===== config.mk =====
export PLATFORM = sky130hd
export DESIGN_NAME = swi_debounce_flat
export DESIGN_NICKNAME = d
export VERILOG_FILES = /design/src/rtl/swi_debounce_pkg.sv /design/src/rtl/swi_debounce_if.sv /design/src/rtl/swi_debounce_bit.sv /design/src/rtl/swi_debounce.sv /design/src/flat_wrapper.sv
export SDC_FILE = /design/constraint.sdc
export NUM_CORES = 1
export LEC_CHECK = 0
export CORE_MARGIN = 1.5
export CORE_UTILIZATION = 40
export CTS_CLUSTER_DIAMETER = 150
export DETAILED_ROUTE_END_ITERATION = 8
export DONT_BUFFER_PORTS = 1
export HOLD_SLACK_MARGIN = 0.06
export PLACE_DENSITY = 0.66
export REMOVE_ABC_BUFFERS = 1
export SLEW_MARGIN = 20
export SYNTH_ARGS = -nofsm -noshare
export SYNTH_HDL_FRONTEND = slang
export SYNTH_SLANG_ARGS = --single-unit

===== constraint.sdc =====
create_clock -name clk_2 -period 3.5 [get_ports clk_2]
set_clock_uncertainty 0.05 [all_clocks]
set_input_delay 0.525 -clock clk_2 [delete_from_list [all_inputs] [get_ports clk_2]]
set_output_delay 0.525 -clock clk_2 [all_outputs]
set_load 0.02 [all_outputs]

===== src/rtl/swi_debounce_pkg.sv =====
`default_nettype none
// ============================================================================
// Module : swi_debounce_pkg
// Brief  : Shared defaults, event FSM state encoding and counter sizing helper
//          for the switch debouncer.
// Rev    : 1.0  initial release
// ============================================================================
package swi_debounce_pkg;

    localparam int unsigned DEF_NBITS     = 8;
    localparam int unsigned DEF_DB_CYCLES = 4;

    typedef enum logic [0:0] {
        IDLE = 1'b0,
        PEND = 1'b1
    } evt_state_e;

    // Counter only ever holds 0..DB_CYCLES-1.
    function automatic int unsigned cnt_width(input int unsigned db);
        return (db <= 2) ? 1 : $clog2(db);
    endfunction

endpackage
`default_nettype wire


===== src/rtl/swi_debounce_if.sv =====
`default_nettype none
// ============================================================================
// Module : swi_debounce_if
// Brief  : Switch input, debounced outputs and change-event handshake bundle.
// Rev    : 1.0  initial release
// ============================================================================
interface swi_debounce_if
    import swi_debounce_pkg::*;
#(
    parameter int unsigned NBITS = DEF_NBITS
);
    logic [NBITS-1:0] swi_raw;
    logic [NBITS-1:0] swi_stable;
    logic [NBITS-1:0] swi_rise;
    logic [NBITS-1:0] swi_fall;
    logic             evt_valid;
    logic [NBITS-1:0] evt_code;
    logic             evt_ack;
    logic             evt_overrun;

    // Debouncer side.
    modport slave (
        input  swi_raw,
        input  evt_ack,
        output swi_stable,
        output swi_rise,
        output swi_fall,
        output evt_valid,
        output evt_code,
        output evt_overrun
    );

    // Board / consumer side.
    modport master (
        output swi_raw,
        output evt_ack,
        input  swi_stable,
        input  swi_rise,
        input  swi_fall,
        input  evt_valid,
        input  evt_code,
        input  evt_overrun
    );
endinterface
`default_nettype wire


===== src/rtl/swi_debounce_bit.sv =====
`default_nettype none
// ============================================================================
// Module : debounce_bit
// Brief  : One switch: 2-flop synchronizer, agreement counter, stable flop and
//          registered edge pulses. Fall pulse built only with
//          SWI_DEBOUNCE_FALL_EN defined.
// Rev    : 1.0  initial release
// ============================================================================
module debounce_bit
    import swi_debounce_pkg::*;
#(
    parameter int unsigned DB_CYCLES = DEF_DB_CYCLES
) (
    input  wire logic clk_2,
    input  wire logic reset,
    input  wire logic raw,
    output logic      stable,
    output logic      stable_next,
    output logic      chg,
    output logic      rise,
    output logic      fall
);
    localparam int unsigned   CW       = cnt_width(DB_CYCLES);
    localparam logic [CW-1:0] CNT_LAST = CW'(DB_CYCLES - 1);

    logic          sync1_q, sync1_d;
    logic          sync2_q, sync2_d;
    logic          stable_q, stable_d;
    logic          rise_q, rise_d;
    logic [CW-1:0] cnt_q, cnt_d;
    logic          w_hit;

    always_comb begin
        sync1_d  = raw;
        sync2_d  = sync1_q;
        stable_d = stable_q;
        cnt_d    = '0;
        w_hit    = 1'b0;
        if (sync2_q != stable_q) begin
            if (cnt_q == CNT_LAST) begin
                w_hit    = 1'b1;
                stable_d = sync2_q;
            end else begin
                cnt_d = cnt_q + CW'(1);
            end
        end
        rise_d = w_hit & sync2_q;
    end

    always_ff @(posedge clk_2) begin
        if (reset) begin
            sync1_q  <= 1'b0;
            sync2_q  <= 1'b0;
            stable_q <= 1'b0;
            cnt_q    <= '0;
            rise_q   <= 1'b0;
        end else begin
            sync1_q  <= sync1_d;
            sync2_q  <= sync2_d;
            stable_q <= stable_d;
            cnt_q    <= cnt_d;
            rise_q   <= rise_d;
        end
    end

`ifdef SWI_DEBOUNCE_FALL_EN
    logic fall_q, fall_d;

    always_comb begin
        fall_d = w_hit & ~sync2_q;
    end

    always_ff @(posedge clk_2) begin
        if (reset) begin
            fall_q <= 1'b0;
        end else begin
            fall_q <= fall_d;
        end
    end

    assign fall = fall_q;
`else
    assign fall = 1'b0;
`endif

    assign stable      = stable_q;
    assign stable_next = stable_d;
    assign chg         = w_hit;
    assign rise        = rise_q;

endmodule
`default_nettype wire


===== src/rtl/swi_debounce.sv =====
`default_nettype none
// ============================================================================
// Module : swi_debounce
// Brief  : NBITS-wide switch debouncer with a single-entry change-event FSM.
//          Define SWI_DEBOUNCE_FALL_EN to build the swi_fall pulses.
// Rev    : 1.0  initial release
// ============================================================================
module swi_debounce
    import swi_debounce_pkg::*;
#(
    parameter int unsigned NBITS     = DEF_NBITS,
    parameter int unsigned DB_CYCLES = DEF_DB_CYCLES
) (
    input  wire logic     clk_2,
    input  wire logic     reset,
    swi_debounce_if.slave bus
);
    logic [NBITS-1:0] w_stable;
    logic [NBITS-1:0] w_stable_next;
    logic [NBITS-1:0] w_chg;
    logic [NBITS-1:0] w_rise;
    logic [NBITS-1:0] w_fall;
    logic             w_any_chg;

    for (genvar i = 0; i < int'(NBITS); i++) begin : g_bit
        debounce_bit #(
            .DB_CYCLES (DB_CYCLES)
        ) u_bit (
            .clk_2       (clk_2),
            .reset       (reset),
            .raw         (bus.swi_raw[i]),
            .stable      (w_stable[i]),
            .stable_next (w_stable_next[i]),
            .chg         (w_chg[i]),
            .rise        (w_rise[i]),
            .fall        (w_fall[i])
        );
    end

    assign w_any_chg = |w_chg;

    evt_state_e       state_q, state_d;
    logic [NBITS-1:0] code_q, code_d;
    logic             ovr_q, ovr_d;

    always_comb begin
        state_d = state_q;
        code_d  = code_q;
        ovr_d   = ovr_q;
        case (state_q)
            IDLE: begin
                if (w_any_chg) begin
                    state_d = PEND;
                    code_d  = w_stable_next;
                end
            end
            PEND: begin
                // A change arriving with the ack replaces the consumed event.
                if (w_any_chg) begin
                    if (bus.evt_ack) begin
                        code_d = w_stable_next;
                    end else begin
                        ovr_d = 1'b1;
                    end
                end else if (bus.evt_ack) begin
                    state_d = IDLE;
                end
            end
            default: state_d = IDLE;
        endcase
    end

    always_ff @(posedge clk_2) begin
        if (reset) begin
            state_q <= IDLE;
            code_q  <= '0;
            ovr_q   <= 1'b0;
        end else begin
            state_q <= state_d;
            code_q  <= code_d;
            ovr_q   <= ovr_d;
        end
    end

    assign bus.swi_stable  = w_stable;
    assign bus.swi_rise    = w_rise;
    assign bus.swi_fall    = w_fall;
    assign bus.evt_valid   = (state_q == PEND);
    assign bus.evt_code    = code_q;
    assign bus.evt_overrun = ovr_q;

endmodule
`default_nettype wire

===== src/flat_wrapper.sv =====
// flat-port wrapper written by rule: the top's interface ports become plain ports
module swi_debounce_flat import swi_debounce_pkg::*;
#(
    parameter int unsigned NBITS     = DEF_NBITS,
    parameter int unsigned DB_CYCLES = DEF_DB_CYCLES
)
  (clk_2, reset, bus_swi_raw, bus_evt_ack, bus_swi_stable, bus_swi_rise, bus_swi_fall, bus_evt_valid, bus_evt_code, bus_evt_overrun);
  swi_debounce_if #(.NBITS(NBITS)) bus_i ();
  input  wire logic clk_2;
  input  wire logic reset;
  input wire logic [$bits(bus_i.swi_raw)-1:0] bus_swi_raw;
  input wire logic [$bits(bus_i.evt_ack)-1:0] bus_evt_ack;
  output wire logic [$bits(bus_i.swi_stable)-1:0] bus_swi_stable;
  output wire logic [$bits(bus_i.swi_rise)-1:0] bus_swi_rise;
  output wire logic [$bits(bus_i.swi_fall)-1:0] bus_swi_fall;
  output wire logic [$bits(bus_i.evt_valid)-1:0] bus_evt_valid;
  output wire logic [$bits(bus_i.evt_code)-1:0] bus_evt_code;
  output wire logic [$bits(bus_i.evt_overrun)-1:0] bus_evt_overrun;
  assign bus_i.swi_raw = bus_swi_raw;
  assign bus_i.evt_ack = bus_evt_ack;
  assign bus_swi_stable = bus_i.swi_stable;
  assign bus_swi_rise = bus_i.swi_rise;
  assign bus_swi_fall = bus_i.swi_fall;
  assign bus_evt_valid = bus_i.evt_valid;
  assign bus_evt_code = bus_i.evt_code;
  assign bus_evt_overrun = bus_i.evt_overrun;
  swi_debounce #(.NBITS(NBITS), .DB_CYCLES(DB_CYCLES)) u_core (.clk_2(clk_2), .reset(reset), .bus(bus_i));
endmodule

=== Word-level counts from Yosys, hierarchy flattened ===
Cells that the tools add are included.

* Multiplexer cells: 40
* $add $sub $neg: 8
* Reductions and logical operators: 11
* Bitwise logic cells: 18
* Eq/ne operators: 19

{| class="wikitable"
|+ Operators by type and width
! kind !! count
|-
| 2-to-1 mux 1 bit || 35
|-
| 2-to-1 mux 8 bit || 3
|-
| OR reduction 3 bit || 8
|-
| adder 2 x 1 -> 2 bit (second input constant) || 8
|-
| == test 2 bit (second input constant) || 8
|-
| case mux 8 bit (2 select lines) || 1
|-
| NOT 1 bit || 10
|-
| bitwise AND 1 bit || 8
|-
| inequality test 1 bit || 8
|-
| OR reduction 8 bit || 1
|-
| AND reduction 3 bit || 2
|-
| inequality test 2 x 1 -> 1 bit (second input constant) || 2
|-
| inequality test 2 bit (second input constant) || 1
|-
| case mux 1 bit (2 select lines) || 1
|}

* Input bits: 11
* Output and inout port bits: 34
* Register bits after elaboration: 58
* Logic and storage cells: 139

=== Logic depth before layout (Yosys ltp) ===
* Depth in word-level cells: 6
* Gate-level depth with buffers: 5
* Depth with buffers taken out: 5

=== By module ===
From an unflattened synthesis, not the netlist that was laid out.

* Cell total of the unflattened synthesis: 197
* Area total of the unflattened synthesis: 2298.5 um^2

{| class="wikitable"
|+ Modules (own cells, without submodules)
! module !! instances !! seq. area each (um^2) !! cells an instance !! area each (um^2)
|-
| debounce_bit || 8 || 120.1 || 19 || 230.2
|-
| swi_debounce || 1 || 200.2 || 45 || 456.7
|}

=== Worst setup path before layout ===
Ideal clock, no wire load.

* Kind: reg2reg
* Start: register u_core.g_bit[5].u_bit.cnt_q[0]
* End: register u_core.code_q[0], in the netlist u_core.bus.evt_code[0]
* Path buffers: 0
* Stages on the path, launching flop included: 6
* Arrival time: 1.531 ns
* Required time: 3.329 ns
* Period minus slack after synthesis: 1.701 ns
* Slack: 1.799 ns
* Setup time: 0.121 ns
* Cell sequence: dfxtp_1 > ha_1 > inv_1 > o22a_2 > a41oi_4 > mux2_2

* Word-level cells in the longest chain between the ends: 6
* Elaborated cells on any way between the ends: 7
* Classes of those cells: eq/ne (3); mux (2); reduce/logical (2)

{| class="wikitable"
|+ RTL lines
! element !! line !! RTL
|-
| start, declared || swi_debounce_bit.sv:30 || <nowiki>logic [CW-1:0] cnt_q, cnt_d;</nowiki>
|-
| start signal, assigned || swi_debounce_bit.sv:61 || <nowiki>cnt_q <= cnt_d;</nowiki>
|-
| == test 2 bit (*) || swi_debounce_bit.sv:40 || <nowiki>if (cnt_q == CNT_LAST) begin</nowiki>
|-
| 2-to-1 mux 1 bit (*) || swi_debounce_bit.sv:40 ||
|-
| 2-to-1 mux 1 bit (*) || swi_debounce_bit.sv:39 || <nowiki>if (sync2_q != stable_q) begin</nowiki>
|-
| OR reduction 8 bit (*) || swi_debounce.sv:40 || <nowiki>assign w_any_chg = |w_chg;</nowiki>
|-
| inequality test 2 x 1 -> 1 bit (no line) || - ||
|-
| AND reduction 3 bit (no line) (*) || - ||
|-
| end signal, assigned || swi_debounce.sv:80 || <nowiki>code_q <= code_d;</nowiki>
|-
| end, declared || swi_debounce.sv:43 || <nowiki>logic [NBITS-1:0] code_q, code_d;</nowiki>
|}

Mark *: on every way between the ends. The rest lies on a longest branch, timed or not.
A chain may end at the register's enable or synchronous reset.

=== Worst setup path in the final report ===
* Start: register u_core.g_bit[5].u_bit.stable_q
* End: register u_core.code_q[1], in the netlist u_core.bus.evt_code[1]

* Word-level cells in the longest chain between the ends: 5
* Elaborated cells on any way between the ends: 6
* Classes of those cells: eq/ne (3); mux (1); reduce/logical (2)

{| class="wikitable"
|+ RTL lines
! element !! line !! RTL
|-
| start, declared || swi_debounce_bit.sv:28 || <nowiki>logic stable_q, stable_d;</nowiki>
|-
| start signal, assigned || swi_debounce_bit.sv:60 || <nowiki>stable_q <= stable_d;</nowiki>
|-
| inequality test 1 bit (*) || swi_debounce_bit.sv:39 ||
|-
| 2-to-1 mux 1 bit (*) || swi_debounce_bit.sv:39 ||
|-
| OR reduction 8 bit (*) || swi_debounce.sv:40 ||
|-
| inequality test 2 x 1 -> 1 bit (no line) || - ||
|-
| AND reduction 3 bit (no line) (*) || - ||
|}

Marked as above.

==> impl_metrics.toml <==
[die]
ioPinCount = 45
core_area_sq_mm = 0.005238
die_x_microns = 77.47
die_area_sq_mm = 0.006002
start_util_pct = 42.36
std_cell_rows = 26
die_y_microns = 77.47

[route]
drt_iter0_drc = 62
routed_wl_microns = 3264
vias = 1207
wire_per_inst_microns = 12.65
final_antenna_net_count = 0
drt_first_pass_iters = 4
drc = 0
post_drt_via_cell_ratio = 4.678

[worst_setup_path]
critPathTopFamily = "compound AO/OA/AOI/OAI gates"
reg2reg_depth = 4
worst_path_max_delay_cell = "dfxtp_1"
start_kind = "flip-flop"
crit_path_max_fanout = 8
path_class = "reg -> reg"
crit_chain = "xnor2_1 -> o22a_2 -> a41oi_4 -> mux2_2"
cp_num_buf_inv = 0
worstReg2RegStart = "u_core.g_bit[5].u_bit.stable$_SDFF_PP0_"
required_ns = 3.66
worst_ep_arrival_time_ns = 2.06
cpPeakStageDelay_ns = 0.50
worst_setup_path_end_kind = "flip-flop"
rrSetupSlack_ns = 1.60
worstReg2RegEnd = "u_core.bus.evt_code[1]$_SDFFE_PP0P_"

[run]
maxCapViolations = 0

[cts]
post_cts_buffers = 0
cts_tree = "yes"
cts_buffer_depth = 2
clockRootBuffer = "clkbuf_8"
clk_latency_ns = 0.32
cts_made_buffers = 9
numClockSinks = 58
cts_resized = 0
cts-htree-levels = 3
clkTransAtPathRegs_ns = 0.06
hold_buffers = 0

[power]
p_leak_nw = 0.8392
power_density_mw_per_mm2 = 532.6
finalPower_mw = 1.225
ir_drop_mv = 0.2283

[synth]
syn_inst = 196
synthesis.area_sq_mm = 0.002218
synth.distinct_cells = 21
yosysSeqAreaShare_pct = 52.34
ys_ff_latch = 58
avgSynthCellArea_sq_um = 11.32
yosys_warnings = 0

[placement]
placedCellCount = 243
place_area_sq_mm = 0.002130
dp_slack_ns = 1.595
gp_congestion = 0.6698
hpwlAfterDp_microns = 2156
portBuffers = 0

[global_route]
grt_first_pass_wirelength_microns = 5457
first_global_vias = 1173
groute.usage.overall_pct = 12.24
antenna_found_initial = 0
grt_overflow = 0
grt_max_degree = 59

[sta]
finalCriticalPeriod_ns = 1.898
final.setup.tns_ns = 0
fin_crit_sh_pct = 54.22
hold_ws_ns = 0.2178
final.setup.worst_slack_ns = 1.602
setup_viol = 0
final_hold_viol_count = 0
rsz0062_at_grt = "no"
clock.fmax_mhz = 527.0
report.final.slew_viol_count = 0

[worst_hold_path]
hp-start = "reset"
hold_end = "u_core.g_bit[0].u_bit.sync1_q$_SDFF_PP0_"
hold_path.class = "in -> reg"
hold_depth = 1

[cells_and_area]
final_util_pct = 43.91
fin_cells = 258
syn2layout_area_growth_pct = 3.666
design_area_sq_mm = 0.002300
diodes = 0
drive_gt1_share_pct = 13.30
nNetsFinal = 203

[status]
status = "complete, no violations"
## layout make-up
class	count	area, sq um
fill	495	2938
sequential	58	1161
multi-input combinational	107	850.8
clock buffer	12	155.1
tap	70	87.58
inverter	8	30.03
clock inverter	3	15.01
## layout by cell type, fill, tap and decap left out, types with 2 or more instances in the layout
cell      Yosys  layout
dfxtp_1      58      58
mux2i_1       8       8
o22a_1        3       3
xnor2_1       8       8
clkinv_2      0       3
mux2_2        8       8
nor2b_1      25      25
inv_1         8       8
clkbuf_8      0      11
nor4_1        8       8
ha_1          8       8
a41oi_1       2       2
nor2_1        8       8
nor4b_1      16      16
conb_1        1       8
## registers in the layout (all words and copies together) (netlist names)
register and cells:
u_core.g_bit.u_bit.sync2_q 8, u_core.bus.evt_code 8, u_core.bus.evt_valid 1, u_core.g_bit.u_bit.stable 8, u_core.g_bit.u_bit.rise 8, u_core.g_bit.u_bit.cnt_q 16
u_core.g_bit.u_bit.sync1_q 8, u_core.bus.evt_overrun 1
## cell families after synthesis
group / Yosys count / synth area share, %
AOI/OAI and AO/OA: 8 / 4.118
DFF: 58 / 52.34
and+or+nand+nor: 59 / 17.54
adders and majority gates: 8 / 4.512
muxes: 16 / 7.671
buffers and inverters: 38 / 10.49
other: 1 / 0.1690
xor gates and xnor gates: 8 / 3.159
## metal layers
| layer | wire [microns] | GRT usage [%] | vias to the layer above |
|---|---|---|---|
| met3 | 283 | 7.529 | 5 |
| met4 | 41 | 8.727 | 0 |
| met1 | 1478 | 13.22 | 553 |
| met5 | 0 | 0 | - |
| met2 | 1461 | 17.46 | 31 |
| li1 | - | - | 618 |
## worst register-to-register path: cells and delay by family (launching register included)
kind / cells / cell delay (ns)
flip-flops: 1 / 0.50
XOR/XNOR: 1 / 0.18
AO/OA/AOI/OAI: 2 / 0.68
multiplexers: 1 / 0.38
## worst max path at each step
| stage | cells past startpoint | slack (ns) | startpoint | endpoint |
|---|---|---|---|---|
| 5_1_grt | 4 | 1.51 | u_core.g_bit[2].u_bit.stable$_SDFF_PP0_ | u_core.bus.evt_code[7]$_SDFFE_PP0P_ |
| 6_report | 4 | 1.60 | u_core.g_bit[5].u_bit.stable$_SDFF_PP0_ | u_core.bus.evt_code[1]$_SDFFE_PP0P_ |
| 3_3_place_gp | 4 | 1.61 | u_core.g_bit[5].u_bit.stable$_SDFF_PP0_ | u_core.bus.evt_code[4]$_SDFFE_PP0P_ |
| 2_1_floorplan | 4 | 1.77 | u_core.g_bit[5].u_bit.stable$_SDFF_PP0_ | u_core.bus.evt_code[0]$_SDFFE_PP0P_ |
| 3_5_place_dp | 4 | 1.60 | u_core.g_bit[3].u_bit.stable$_SDFF_PP0_ | u_core.bus.evt_code[0]$_SDFFE_PP0P_ |
| 4_1_cts | 4 | 1.57 | u_core.g_bit[5].u_bit.stable$_SDFF_PP0_ | u_core.bus.evt_code[7]$_SDFFE_PP0P_ |
## Yosys cell counts (all sizes together)
cell type	instances	share of area, %
mux2i	8	3.6
buf	26	8.5
mux2	8	4.1
nor4b	16	6.3
a41oi	3	2.0
nor2b	25	7.1
and2	1	0.28
nand2b	1	0.28
clkbuf	4	0.68
o22a	4	1.6
nor4	8	2.3
inv	8	1.4
nor2	8	1.4
conb	1	0.17
dfxtp	58	52
o21ba	1	0.45
xnor2	8	3.2
ha	8	4.5
## where the power goes
part / switching [mW] / internal [mW] / total [mW]
clock: 0.236 / 0.288 / 0.524
sequential: 0.00533 / 0.672 / 0.677
combinational: 0.0130 / 0.0105 / 0.0235
No activity file was read; power rests on OpenSTA's default activity.
